### src/rtl/main_mem_burst_emul.sv
// Main-memory burst emulator for the pixel-pipeline cache fill path.
// Accepts one burst read request, waits LAT cycles, then streams BURST_LEN
// address/data beats under valid/ready and pulses done once the last beat
// has been taken.
//
// state   | meaning
// --------+-----------------------------------------------------------
// S_IDLE  | ready for a request; base/idx/latency loaded on acceptance
// S_WAIT  | access latency countdown, exactly LAT cycles
// S_BURST | wr_valid high, one beat per accept, holds while stalled
// S_DONE  | single-cycle done pulse, then back to S_IDLE
module main_mem_burst_emul #(
   parameter int               ADDR_W    = 19,
   parameter int               DATA_W    = 32,
   parameter int               BURST_LEN = 512,
   parameter int               LAT       = 4,
   parameter bit               WRAP      = 1'b0,
   parameter logic [DATA_W-1:0] SEED     = 32'hA5A5_0000
) (
   input  logic              clk,
   input  logic              rst_n,
   input  logic              req_valid,
   input  logic [ADDR_W-1:0] req_addr,
   output logic              req_ready,
   output logic              wr_valid,
   output logic [ADDR_W-1:0] wr_addr,
   output logic [DATA_W-1:0] wr_data,
   output logic              wr_last,
   input  logic              wr_ready,
   output logic              done,
   output logic              busy
);

   localparam int               IDX_W    = $clog2(BURST_LEN);
   localparam logic [IDX_W-1:0] IDX_LAST = IDX_W'(BURST_LEN - 1);
   localparam logic [7:0]       LAT_V    = 8'(LAT);

   typedef enum logic [1:0] {
      S_IDLE  = 2'd0,
      S_WAIT  = 2'd1,
      S_BURST = 2'd2,
      S_DONE  = 2'd3
   } state_t;

   state_t            r_state;
   logic [ADDR_W-1:0] r_base;
   logic [IDX_W-1:0]  r_idx;
   logic [7:0]        r_lat_cnt;
   logic              r_req_ready;
   logic              r_busy;
   logic              r_wr_valid;
   logic              r_wr_last;
   logic              r_done;

   logic [ADDR_W-1:0] w_mask;
   logic [ADDR_W-1:0] w_sum;
   logic [ADDR_W-1:0] w_beat_addr;

   // Beat address is a pure function of the latched base and beat index;
   // wrap mode keeps the bits above the burst window and rolls the low bits.
   always_comb begin
      w_mask = ADDR_W'(BURST_LEN - 1);
      w_sum  = r_base + ADDR_W'(r_idx);
      if (WRAP)
         w_beat_addr = (r_base & ~w_mask) | (w_sum & w_mask);
      else
         w_beat_addr = w_sum;
   end

   // Burst sequencer: state, counters and all handshake/status outputs.
   always_ff @(posedge clk or negedge rst_n) begin
      if (!rst_n) begin
         r_state     <= S_IDLE;
         r_base      <= '0;
         r_idx       <= '0;
         r_lat_cnt   <= '0;
         r_req_ready <= 1'b1;
         r_busy      <= 1'b0;
         r_wr_valid  <= 1'b0;
         r_wr_last   <= 1'b0;
         r_done      <= 1'b0;
      end else begin
         case (r_state)
            S_IDLE: begin
               if (req_valid && r_req_ready) begin
                  r_base      <= req_addr;
                  r_idx       <= '0;
                  r_lat_cnt   <= LAT_V;
                  r_req_ready <= 1'b0;
                  r_busy      <= 1'b1;
                  if (LAT > 0) begin
                     r_state <= S_WAIT;
                  end else begin
                     r_state    <= S_BURST;
                     r_wr_valid <= 1'b1;
                     r_wr_last  <= 1'b0;
                  end
               end
            end
            S_WAIT: begin
               r_lat_cnt <= r_lat_cnt - 8'd1;
               if (r_lat_cnt == 8'd1) begin
                  r_state    <= S_BURST;
                  r_wr_valid <= 1'b1;
                  r_wr_last  <= 1'b0;
               end
            end
            S_BURST: begin
               if (wr_ready) begin
                  if (r_idx == IDX_LAST) begin
                     r_state    <= S_DONE;
                     r_wr_valid <= 1'b0;
                     r_wr_last  <= 1'b0;
                     r_done     <= 1'b1;
                  end else begin
                     r_idx     <= r_idx + IDX_W'(1);
                     r_wr_last <= ((r_idx + IDX_W'(1)) == IDX_LAST);
                  end
               end
            end
            S_DONE: begin
               r_state     <= S_IDLE;
               r_done      <= 1'b0;
               r_busy      <= 1'b0;
               r_req_ready <= 1'b1;
            end
            default: begin
               r_state     <= S_IDLE;
               r_req_ready <= 1'b1;
               r_busy      <= 1'b0;
               r_wr_valid  <= 1'b0;
               r_wr_last   <= 1'b0;
               r_done      <= 1'b0;
            end
         endcase
      end
   end

   assign req_ready = r_req_ready;
   assign busy      = r_busy;
   assign wr_valid  = r_wr_valid;
   assign wr_last   = r_wr_last;
   assign done      = r_done;
   assign wr_addr   = w_beat_addr;
   assign wr_data   = SEED ^ DATA_W'(w_beat_addr);

endmodule

### config.mk
export PLATFORM = sky130hd
export DESIGN_NAME = main_mem_burst_emul
export DESIGN_NICKNAME = d
export VERILOG_FILES = /design/src/rtl/main_mem_burst_emul.sv
export SDC_FILE = /design/constraint.sdc
export NUM_CORES = 1
export LEC_CHECK = 0
export BUFFER_PORTS_ARGS = -buffer_cell sky130_fd_sc_hd__buf_2
export CAP_MARGIN = 0
export CORE_ASPECT_RATIO = 1.4
export CORE_MARGIN = 1.5
export CORE_UTILIZATION = 35
export DETAILED_ROUTE_END_ITERATION = 6
export SLEW_MARGIN = 0
export SYNTH_ARGS = -nofsm -noshare
export SYNTH_HDL_FRONTEND = slang
export SYNTH_SLANG_ARGS = --single-unit
### constraint.sdc
create_clock -name clk -period 2.6 [get_ports clk]
set_input_delay 0.26 -clock clk [delete_from_list [all_inputs] [get_ports clk]]
set_output_delay 0.26 -clock clk [all_outputs]
set_load 0.02 [all_outputs]
==> impl_metrics.ini <==
[floorplanning]
rows = 40
coreArea_um2 = 8560
die_w_um = 82.0
die_height_um = 114
initial_core_util_pct = 35.7
ioPinCount = 79
die_area_um2 = 9320

[sta]
finClkSkew_ns = 0.00406
max_freq_mhz = 373
tightest_slew_ns = 0.938
post-route-worst-setup-slack_ns = -0.0801
rsz0062_at_grt = true
period_share_pct = 103
setup_tns_ns = -0.307
hold_violations = 0
timing.slew.headroom_pct = 37.5
setup_viol = 10
maxSlewViolCount = 0
min_period_ns = 2.68

[synth]
synth_cells = 325
ys_seq_area_share_pct = 35.2
syn_area_um2 = 3060
ys.flop_type = dfrtp_1
syn_area_per_cell_um2 = 9.41
ys_async_sr_fraction_pct = 100
yosys.area.top_type = dfrtp_1
synth_top_area_share_pct = 34.4
synth-edff-count = 0
yosysMostFrequentCell = dfrtp_1
ys_ff_latch = 43
synth_area_leaders = dfrtp_1, ha_1, buf_4, mux2_2, xnor2_1
yosys_warnings = 0
synth_commonest_cells = dfrtp_1, buf_4, nand2_1
synth_cell_types = 53

[global_route]
grt_overflow_total = 0
grt_pass1_vias = 2318
antenna_found_initial = 0
grt_usage_pct = 14.9
grt_pass1_wl_um = 11000
grt_max_degree = 44

[detailed_routing]
ant_nets = 0
drc = 0
num_vias = 2488
wl_per_cell_um = 13.3
wl_um = 6610
viasPerCell = 5.01
drtPass1Iterations = 4
drtIter0Drc = 99

[worst_setup_path]
cp_num_buf_inv = 3
cp.required_ns = 2.34
startpoint = r_base[0]$_DFFE_PN0P_
r2r_end = wr_last$_DFFE_PN0P_
cpMaxStageDelayCell = fa_2
reg2reg_slack_ns = 0.30
path_class = reg -> out
r2r_start = r_idx[0]$_DFFE_PN0P_
slowest_delay_ns = 0.36
crit_end = wr_addr[12]
cp_max_fo = 5
crit_chain = ha_2 -> inv_2 -> fa_2 -> nor2b_4 -> o2111ai_2 -> nand4b_1 -> buf_4 -> nand3_2 -> xnor2_2 -> buf_4
worst_path_most_repeated_cell = buf_4
crit_family = adder cells
worstPathArrival_ns = 2.42
worstSetupStartpointType = flip-flop
crit_cells = 10
end_kind = output pin
rr_worst_depth = 9

[placed_design]
gp_congestion = 0.838
dp_hpwl_um = 4880
io_buffers = 65
placed_cell_area_um2 = 3380
pre_cts_ws_ns = 0.0291
dp_cells = 478

[layout]
num_antenna_cells = 0
layout.cells.non_filler = 497
nets = 434
final_layout_size_suffix_gt1_share_pct = 38.8
syn_to_final_growth_pct = 25.6
final_area_um2 = 3840

[job]
max-cap-violations = 0

[run_status]
status = finished, violations left
violations = setup timing

[power_and_ir_drop]
total_power_w = 0.00475
vdd_drop_max_mv = 0.814
power.density_nw_per_um2 = 1230
power.leakage_nw = 1.76

[clock_network]
cts-buffers-inserted = 5
cts_hold_buf = 0
root_buffer = clkbuf_16
cts_tree = done
worst_skew_pair.late_latency_ns = 0.28
clk_path_buf_depth = 2
cts_num_sinks = 43
clk_pin_slew_worst_paths_ns = 0.06
htreeDepth = 2

[worst_hold_path]
hold_class = in -> async
-- worst reg2reg max path: stages, from the launching register on --
cell       delay, ns
dfrtp_1         0.38
buf_4           0.16
ha_1            0.20
and3_1          0.22
nand3_1         0.13
nor2_1          0.07
ha_1            0.29
nand4b_1        0.08
a2111oi_0       0.47
mux2_2          0.24
-- placed cells by master, fill, tap and decap left out, drive strengths merged, types with 2 or more instances in the layout --
master    instances
a211oi            3
nand3            11
dfrtp            42
xor2              9
buf              86
nand4             4
xnor2            14
o21ai            27
nand2b            2
or3               2
inv              18
o21a              4
nor4              4
o21bai            2
nand4b            3
nor3              6
a21oi            15
a21o              4
a2111oi           2
clkbuf            5
nor2             19
nor2b             4
nand2            25
conb             13
o31ai             5
and3              3
ha               19
clkinvlp          2
mux2             21
-- routing by layer --
| layer | vias up | track usage [%] | part of all wire [%] |
|---|---|---|---|
| met4 | 0 | 4.52 | 1.7 |
| met5 | - | 0 | 0 |
| met3 | 8 | 2.24 | 3.0 |
| met2 | 50 | 25.4 | 53 |
| met1 | 1195 | 19.2 | 42 |
| li1 | 1235 | - | - |
-- flip-flops by register name, summed over array words and instances, names as in the netlist --
| register | count |
|---|---|
| r_state | 2 |
| r_idx | 9 |
| wr_last | 1 |
| r_lat_cnt | 8 |
| done | 1 |
| busy | 1 |
| wr_valid | 1 |
| req_ready | 1 |
| r_base | 19 |
-- final cells by class --
class | instances | area, µm²
Clock inverter | 3 | 23.8
Inverter | 17 | 63.8
Tap cell | 105 | 131
Clock buffer | 5 | 125
Fill cell | 829 | 4720
Sequential cell | 43 | 1080
Multi-Input combinational cell | 238 | 1870
Timing Repair Buffer | 86 | 543
-- cells by family (layout without fill, tap and decap cells) --
family | count (synthesis) | after routing | share of synthesized area [%]
flops | 43 | 43 | 35.2
xor+xnor | 23 | 23 | 6.59
compound gates | 72 | 72 | 15.8
other cells | 2 | 13 | 0.245
simple gates | 88 | 88 | 15.1
fa+ha+maj | 20 | 20 | 8.43
buf+inv | 55 | 111 | 10.6
mux | 22 | 22 | 8.06
-- worst min-delay path by stage --
stage,startpoint,endpoint
global placement,rst_n,r_lat_cnt[1]$_DFFE_PN0P_
floorplan,rst_n,busy$_DFFE_PN0P_
finish,rst_n,wr_last$_DFFE_PN0P_
CTS,rst_n,r_lat_cnt[0]$_DFFE_PN0P_
global route,req_addr[4],r_base[4]$_DFFE_PN0P_
detailed placement,rst_n,r_lat_cnt[0]$_DFFE_PN0P_
-- timing repair --
action,4_1_cts,5_1_grt
gates resized for setup,19,36
setup buffers,4,8
pin swaps,10,7
endpoints found under the setup margin,22,22
-- power breakdown --
group	leakage, nW	switching [W]	total [W]	internal, W
registers	0.529	0.000311	0.00126	0.000948
logic	1.16	0.00160	0.00286	0.00126
clock network	0.0664	0.000267	0.000626	0.000359
total	1.76	0.00217	0.00475	0.00257
-- per-stage QoR --
step	hold WS, ns	utilization (%)
after floorplan	-0.0356	-
after global routing	0.206	44.9
after global placement	0.474	39.5
after CTS	0.164	42.8
after detailed placement	0.466	39.5
final	0.121	44.9
(Power assumes the default switching activity.)
